===== config.mk =====
export PLATFORM = sky130hd
export DESIGN_NAME = zube_wb_mailbox
export DESIGN_NICKNAME = d
export VERILOG_FILES = /design/src/rtl/zube_wb_mailbox.sv
export SDC_FILE = /design/constraint.sdc
export NUM_CORES = 1
export LEC_CHECK = 0
export CAP_MARGIN = 20
export CORE_ASPECT_RATIO = 0.8
export CORE_MARGIN = 1
export CORE_UTILIZATION = 46
export CTS_BUF_LIST = sky130_fd_sc_hd__clkbuf_4
export CTS_CLUSTER_SIZE = 8
export DETAILED_ROUTE_END_ITERATION = 16
export PLACE_DENSITY_LB_ADDON = 0.12
export SYNTH_ARGS = -nofsm -noshare
export SYNTH_HDL_FRONTEND = slang
export SYNTH_SLANG_ARGS = --single-unit

===== constraint.sdc =====
create_clock -name clk -period 6.07 [get_ports clk]
set_input_delay 0.607 -clock clk [delete_from_list [all_inputs] [get_ports clk]]
set_output_delay 0.607 -clock clk [all_outputs]
set_load 0.005 [all_outputs]

===== src/rtl/zube_wb_mailbox.sv =====
// Wishbone-slave mailbox: a CPU-side register window onto a TX byte FIFO (CPU -> host)
// and an RX byte FIFO (host -> CPU), with sticky error flags and a level interrupt.
module zube_wb_mailbox #(
  parameter int FIFO_DEPTH = 4
) (
  input  logic        clk,
  input  logic        reset,
  input  logic        wb_cyc_in,
  input  logic        wb_stb_in,
  input  logic        wb_we_in,
  input  logic [31:0] wb_addr_in,
  input  logic [31:0] wb_data_in,
  output logic        wb_ack_out,
  output logic [31:0] wb_data_out,
  output logic        irq_out,
  input  logic [7:0]  host_rx_data,
  input  logic        host_rx_valid,
  output logic        host_rx_ready,
  output logic [7:0]  host_tx_data,
  output logic        host_tx_valid,
  input  logic        host_tx_ready
);

  localparam int AW = (FIFO_DEPTH > 1) ? $clog2(FIFO_DEPTH) : 1;
  localparam int CW = AW + 1;
  localparam logic [CW-1:0] FULL_COUNT = CW'(FIFO_DEPTH);

  localparam logic [1:0] REG_TX_DATA = 2'd0;
  localparam logic [1:0] REG_RX_DATA = 2'd1;
  localparam logic [1:0] REG_STATUS  = 2'd2;
  localparam logic [1:0] REG_IRQ_EN  = 2'd3;

  logic [7:0]    tx_mem [FIFO_DEPTH];
  logic [7:0]    rx_mem [FIFO_DEPTH];
  logic [AW-1:0] tx_head, tx_tail, rx_head, rx_tail;
  logic [CW-1:0] tx_count, rx_count;
  logic          tx_overflow, rx_underflow;
  logic [1:0]    irq_en;

  logic          req, wr_req, rd_req;
  logic [1:0]    reg_sel;
  logic          tx_full, tx_empty, rx_full, rx_empty;
  logic          tx_push, tx_drop, tx_pop;
  logic          rx_push, rx_pop, rx_miss;
  logic          ovf_clr, und_clr, irq_en_wr;
  logic [31:0]   status_word;
  logic [31:0]   rdata;
  logic          unused_bits;

  // A new transfer starts only outside the ack cycle, so a master holding stb
  // through the ack sees exactly one side effect and one ack per transfer.
  assign req     = wb_cyc_in & wb_stb_in & ~wb_ack_out;
  assign wr_req  = req & wb_we_in;
  assign rd_req  = req & ~wb_we_in;
  assign reg_sel = wb_addr_in[3:2];

  assign tx_full  = (tx_count == FULL_COUNT);
  assign tx_empty = (tx_count == '0);
  assign rx_full  = (rx_count == FULL_COUNT);
  assign rx_empty = (rx_count == '0);

  // Host streams use valid/ready: a byte moves on any rising edge where both
  // valid and ready are high; neither side may make valid depend on ready.
  assign host_rx_ready = ~rx_full;
  assign host_tx_valid = ~tx_empty;
  assign host_tx_data  = tx_empty ? 8'h00 : tx_mem[tx_head];

  // Fullness is judged on the pre-edge count, even if the host pops this cycle.
  assign tx_push = wr_req & (reg_sel == REG_TX_DATA) & ~tx_full;
  assign tx_drop = wr_req & (reg_sel == REG_TX_DATA) & tx_full;
  assign tx_pop  = host_tx_valid & host_tx_ready;

  assign rx_push = host_rx_valid & host_rx_ready;
  assign rx_pop  = rd_req & (reg_sel == REG_RX_DATA) & ~rx_empty;
  assign rx_miss = rd_req & (reg_sel == REG_RX_DATA) & rx_empty;

  assign ovf_clr   = wr_req & (reg_sel == REG_STATUS) & wb_data_in[2];
  assign und_clr   = wr_req & (reg_sel == REG_STATUS) & wb_data_in[3];
  assign irq_en_wr = wr_req & (reg_sel == REG_IRQ_EN);

  assign status_word = {17'b0, 3'(tx_count), 1'b0, 3'(rx_count), 4'b0,
                        rx_underflow, tx_overflow, ~tx_full, ~rx_empty};

  assign unused_bits = ^{wb_addr_in[31:4], wb_addr_in[1:0], wb_data_in[31:8]};

  always_comb begin
    rdata = 32'h0;
    case (reg_sel)
      REG_TX_DATA: rdata = 32'h0;
      REG_RX_DATA: rdata = rx_empty ? 32'h0 : {24'b0, rx_mem[rx_head]};
      REG_STATUS:  rdata = status_word;
      REG_IRQ_EN:  rdata = {30'b0, irq_en};
      default:     rdata = 32'h0;
    endcase
  end

  // Storage carries no reset: after reset the pointers make old contents unreachable.
  always_ff @(posedge clk) begin
    if (tx_push) tx_mem[tx_tail] <= wb_data_in[7:0];
    if (rx_push) rx_mem[rx_tail] <= host_rx_data;
  end

  always_ff @(posedge clk or posedge reset) begin
    if (reset) begin
      tx_head      <= '0;
      tx_tail      <= '0;
      tx_count     <= '0;
      rx_head      <= '0;
      rx_tail      <= '0;
      rx_count     <= '0;
      tx_overflow  <= 1'b0;
      rx_underflow <= 1'b0;
      irq_en       <= 2'b00;
      wb_ack_out   <= 1'b0;
      wb_data_out  <= 32'h0;
      irq_out      <= 1'b0;
    end else begin
      if (tx_push) tx_tail <= tx_tail + 1'b1;
      if (tx_pop)  tx_head <= tx_head + 1'b1;
      case ({tx_push, tx_pop})
        2'b10:   tx_count <= tx_count + 1'b1;
        2'b01:   tx_count <= tx_count - 1'b1;
        default: tx_count <= tx_count;
      endcase

      if (rx_push) rx_tail <= rx_tail + 1'b1;
      if (rx_pop)  rx_head <= rx_head + 1'b1;
      case ({rx_push, rx_pop})
        2'b10:   rx_count <= rx_count + 1'b1;
        2'b01:   rx_count <= rx_count - 1'b1;
        default: rx_count <= rx_count;
      endcase

      // A new error event wins over a simultaneous write-1-to-clear.
      tx_overflow  <= tx_drop | (tx_overflow & ~ovf_clr);
      rx_underflow <= rx_miss | (rx_underflow & ~und_clr);

      if (irq_en_wr) irq_en <= wb_data_in[1:0];

      wb_ack_out  <= req;
      wb_data_out <= rd_req ? rdata : 32'h0;

      // Sampled from the registered state, so the interrupt trails the state change by one cycle.
      irq_out <= (irq_en[0] & ~rx_empty) | (irq_en[1] & tx_empty);
    end
  end

endmodule


==> out/results.txt <==
First-pass GRT wire length - 10.5 mm
Max-cap violations - 0
Syn Inst Count - 250
CP Data Arrival Time - 2.37 ns
DRC viols - 0
Largest net degree at the start of global routing - 35
Area growth from synthesis to layout - 16.8%
Routability congestion estimate from global placement - 0.690
Filler cells - 694
Root buffer cell - clkbuf_4
HPWL Detailed - 4.51 mm
GRT Residual Overflow - 0
Core area - 0.00860 mm2
Layout cells sized above 1 - 13.1%
Final Critical Period - 2.97 ns
Via count - 2060
Hold buffers post-CTS - 0
CTS HTree Levels - 3
Worst setup startpoint - tx_head[0]$_DFFE_PP0P_
Met3 wire length - 294 um
Synth area leader - edfxtp_1
Worst-skew pair later-pin latency - 0.44 ns
Die Y - 86.7 um
Setup TNS - 0 ns
R2r setup slk - 3.77 ns
Vias in the first global route - 1965
Cts repair resizes - 0
Hold Crit Start - wb_ack_out$_DFF_PP0_
Pwr Density - 374 mW/mm2
Final Power - 1.80 mW
WHS - 0.471 ns
Antenna diodes - 0
Yosys Warn Count - 0
Routed wl met2 - 2.83 mm
Peak VDD IR - 170 uV
Starting density of the core - 47.9%
Worst Path Required - 5.46 ns
Status - finished, final reports clean
TritonCTS clock tree - done
Crit path max-delay family - flip-flops
DRT iter0 DRCs - 76
Synth Register Bits - 98
Crit path kind - reg -> out
Crit-path max cell delay - 0.75 ns
Pleak - 1.87 nW
Crit path buf inv count - 1
Die area - 0.00934 mm2
Io pins - 123
Synth top area share - 46.6%
WL/cell - 15.8 um
Number of distinct library cells after synthesis - 36
Critical-path cell list - mux4_2 > and2_1 > clkdlybuf4s50_1
Vias per Instance - 4.93
FF-to-FF Start - wb_ack_out$_DFF_PP0_
Cell Area, Synth - 0.00412 mm2
Syn Area/Cell - 16.5 um2
DR top layer - met4
Final setup fails - 0
RSZ-0062 raised after global routing - no
Max Fclk - 0.336 GHz
Die X - 108 um
Crit-path max FO - 10
CTS clock-pin slew for the worst setup and hold paths - 0.15 ns
Hold Vio Cnt, Final - 0
Cts bufs inserted - 9
Port Buffer Count - 50
Hold Path End - wb_ack_out$_DFF_PP0_
Row count - 30
Clock Path Buffers - 2
Crit Reg-Reg Endpoint - rx_count[2]$_DFFE_PP0P_
Final worst slack - 3.10 ns
Slew at the pin closest to its max-slew limit - 0.620 ns
Fin nets - 392
Routed length on met1 - 3.39 mm
Initial antenna violation count - 0
Worst Hold Class - reg -> reg
Final slew viol count - 0
Post-route antenna net violation count - 0
Critical path endpoint category - output port
TritonRoute pass-1 iters - 4
Worst slew margin - 58.6%
Wirelength, routed - 6.62 mm
R2r worst-path depth - 8
CP max-delay cell - dfrtp_1
Overall Global Routing Usage - 15.8%
Clk_skew - 0.0232 ns
Main area contributors after synthesis - edfxtp_1, dfrtp_1, mux4_2
Hold Crit Depth - 1
DP Worst Slack - 3.12 ns
CTS sink cnt - 98
Startpoint types - flip-flop
Sequential fraction of the synthesis area - 67.3%
Fin crit share - 49.0%
Post-CTS Setup Bufs - 0
placed cells by master (no fill, tap or decap), types with 4 or more instances in the layout:
| master | n |
|---|---|
| edfxtp_1 | 64 |
| clkdlybuf4s50_1 | 50 |
| dfrtp_1 | 34 |
| and2_1 | 18 |
| conb_1 | 18 |
| mux4_2 | 16 |
| inv_1 | 14 |
| and3_1 | 12 |
| ha_1 | 10 |
| clkbuf_4 | 10 |
| xnor2_1 | 6 |
| xor2_1 | 6 |
| nor2_1 | 4 |
| mux2_2 | 4 |
| nand3_1 | 4 |
| nand2_1 | 4 |
cells in the mapped netlist:
master / count
edfxtp_1: 64
dfrtp_1: 34
and2_1: 18
buf_4: 18
mux4_2: 16
inv_1: 14
and3_1: 12
ha_1: 10
xnor2_1: 6
xor2_1: 6
clkbuf_1: 5
buf_2: 4
mux2_2: 4
nand2_1: 4
nand3_1: 4
nor2_1: 4
a22o_1: 2
a32o_1: 2
fa_1: 2
mux2i_1: 2
nor2b_1: 2
o21ai_0: 2
or3_1: 2
a21boi_0: 1
a21oi_1: 1
and2_4: 1
and3_4: 1
and3b_1: 1
and4b_1: 1
and4bb_2: 1
buf_6: 1
conb_1: 1
nand4_1: 1
nor3b_2: 1
o2bb2ai_1: 1
or3b_1: 1
state kept, by name (all words and copies together), names as in the netlist:
signal,cells
irq_en,2
irq_out,1
tx_mem,32
tx_head,2
rx_head,2
rx_underflow,1
tx_overflow,1
rx_count,3
rx_mem,32
tx_count,3
rx_tail,2
wb_ack_out,1
wb_data_out,14
tx_tail,2
how the worst max path moves through the flow:
stage	slack, ns	cells after the start	endpoint
after global placement	3.15	9	rx_count[2]$_DFFE_PP0P_
final	3.10	3	host_tx_data[3]
after detailed placement	3.12	9	rx_count[2]$_DFFE_PP0P_
after floorplan	3.85	9	rx_count[2]$_DFFE_PP0P_
after global routing	2.93	3	host_tx_data[4]
after CTS	3.04	3	host_tx_data[3]
layer usage:
layer  global-route usage, %  vias to the layer above
met5                       0                        -
met4                    5.98                        0
met3                    4.96                       11
met2                    21.8                       59
met1                    23.3                     1018
li1                        -                      972
logic make-up after synthesis:
family	Yosys count	synth area share (%)
compound gates	9	1.67
xor+xnor	12	2.55
fa+ha+maj	12	4.01
buf+inv	42	5.77
flops	98	67.3
mux	22	10.3
other cells	1	0.0910
simple gates	54	8.29
final cells by class:
class | instances | area, um2 | area share [%]
Tap cell | 112 | 140 | 2.91
Timing Repair Buffer | 51 | 508 | 10.6
Multi-Input combinational cell | 127 | 1170 | 24.4
Inverter | 14 | 52.6 | 1.09
Clock buffer | 10 | 75.1 | 1.56
Sequential cell | 98 | 2770 | 57.6
Clock inverter | 6 | 90.1 | 1.87
where the power goes:
group / internal, mW / switching (mW)
registers: 0.825 / 0.115
logic: 0.294 / 0.181
clock network: 0.174 / 0.209
total: 1.29 / 0.506
metrics by stage:
step / util, % / cell area, um2 / cells
floorplan: - / 4180 / 267
global placement: 54.1 / 4650 / 402
detailed placement: 54.1 / 4650 / 402
CTS: 56.0 / 4810 / 418
global route: 56.0 / 4810 / 418
finish: 56.0 / 4810 / 418
Note: power is estimated with default switching activity, not from simulation.
==> variant: new RTL, same flow settings <==
Reset style: synchronous (`reset`), changed in one clocked block.
--- a/src/rtl/zube_wb_mailbox.sv
+++ b/src/rtl/zube_wb_mailbox.sv
@@ -102,3 +102,3 @@
 
-  always_ff @(posedge clk or posedge reset) begin
+  always_ff @(posedge clk) begin
     if (reset) begin
Check against the original RTL: differs if reset is asserted again (counterexample within 4 cycles, from zero or initial values and one cycle with reset high); with reset held inactive, the same outputs for 10 cycles.
==> variant against the original RTL <==
- final area increased by 2.6%
- synthesized area increased by 4.2%
- setup slack improved by 0.077 ns
- synthesized cell count increased by 15%
- highest routed layer unchanged
- via count increased by 13%
- core utilization decreased by 1.6 points
- die area increased by 4.1%
- sequential cell count increased by 4
- critical endpoint unchanged
- routed wire length increased by 5.8%
Power is not compared: it rests on default switching activity, and its combinational part moved more than twofold at a synthesized area within 25%.
==> variant: results (changes against the original RTL) <==
Setup path
  – Reg-to-reg endpoint: rx_count[2]
  – Crit path max-delay cell type: dfxtp_1
  – Reg-to-reg critical path startpoint: rx_count[2]
  – R2R Setup Slk: 3.70 ns (-0.07 ns)
  – Crit Path Max Fanout: 8 (-2)

Synthesis
  – Distinct cells, synth: 50 (+39%)
  – Mux cell area share after synthesis: 0.0976 (-0.00564)
  – Asr flop ratio synth: 0 (-0.347)
  – Adder-cell area share of the yosys netlist: 0.0385 (-0.00162)
  – Post-synthesis sequential area ratio: 0.625 (-0.0482)
  – Synth Register Bits: 102 (+4.1%)
  – Area contributors post-synth: edfxtp_1 (45%), dfxtp_1 (18%), mux4_2 (8.4%), buf_4 (3.3%), ha_1 (2.9%)

Placement
  – Hpwl dp: 4910 um (+8.9%)
  – Routability Congestion: 0.753 (+9.1%)

Outcome
  – Status: completed

Global route
  – First-pass GRT wire length: 11300 um (+7.7%)
  – Largest net degree at the start of global routing: 29 (-17%)

Cells and area
  – Nets@finish: 430 (+9.7%)
  – Area occupied by multi-input gates: 0.00142 sq mm (+21%)
  – Layout fillers: 789 (+14%)
  – Inverters: 13 (-1)
  – Non-clk bufs: 52 (+2.0%)
  – Seq area share: 0.543 (-0.0328)
  – Buffering overhead: 0.104 (-0.00115)

STA
  – Worst Tran Pin Value: 0.574 ns (-0.0455 ns)

Route
  – Met2 WL: 3340 um (+18%)
  – Initial drt markers: 73 (-3.9%)
[variant: cell families (layout without fill, tap and decap cells)]
logic type               after synthesis  after routing
AO/OA/AOI/OAI                         29             29
XOR/XNOR                               6              6
adder cells (fa/ha/maj)               12             12
buffers and inverters                 42             81
flip-flops                           102            102
multiplexers                          21             21
other                                  1             18
AND/OR/NAND/NOR                       75             75
[variant: stage by stage]
stage | hold WS (ns) | std cells | util | setup slack (ns) | cell area [sq um]
2_1_floorplan | 0.442 | 305 | - | 3.66 | 4360
3_3_place_gp | 0.466 | 443 | 0.530 | 2.88 | 4810
3_5_place_dp | 0.463 | 443 | 0.530 | 2.87 | 4810
4_1_cts | 0.482 | 459 | 0.544 | 3.09 | 4940
5_1_grt | 0.524 | 459 | 0.544 | 2.96 | 4940
6_report | 0.482 | 459 | 0.544 | 3.18 | 4940
[variant: layer usage]
metal / global-route usage / vias up
met3: 0.0523 / 4
met1: 0.215 / 1126
li1: - / 1122
met5: 0 / -
met4: 0.0400 / 0
met2: 0.256 / 67
[variant: how the worst min path moves through the flow]
| stage | from | endpoint | depth (start not counted) |
|---|---|---|---|
| 3_3_place_gp | rx_underflow | rx_underflow | 2 |
| 2_1_floorplan | rx_underflow | rx_underflow | 2 |
| 6_report | rx_underflow | rx_underflow | 2 |
| 4_1_cts | rx_underflow | rx_underflow | 2 |
| 3_5_place_dp | rx_underflow | rx_underflow | 2 |
| 5_1_grt | irq_en[1] | irq_out | 2 |
[variant: power by group through the flow]
stage / combinational (mW) / sequential (mW) / clock [mW]
after floorplan: 0.0590 / 0.771 / 0
after global placement: 0.0851 / 0.775 / 0
after detailed placement: 0.0870 / 0.776 / 0
after CTS: 0.0873 / 0.760 / 0.327
after global routing: 0.0964 / 0.763 / 0.360
final: 0.0863 / 0.760 / 0.315
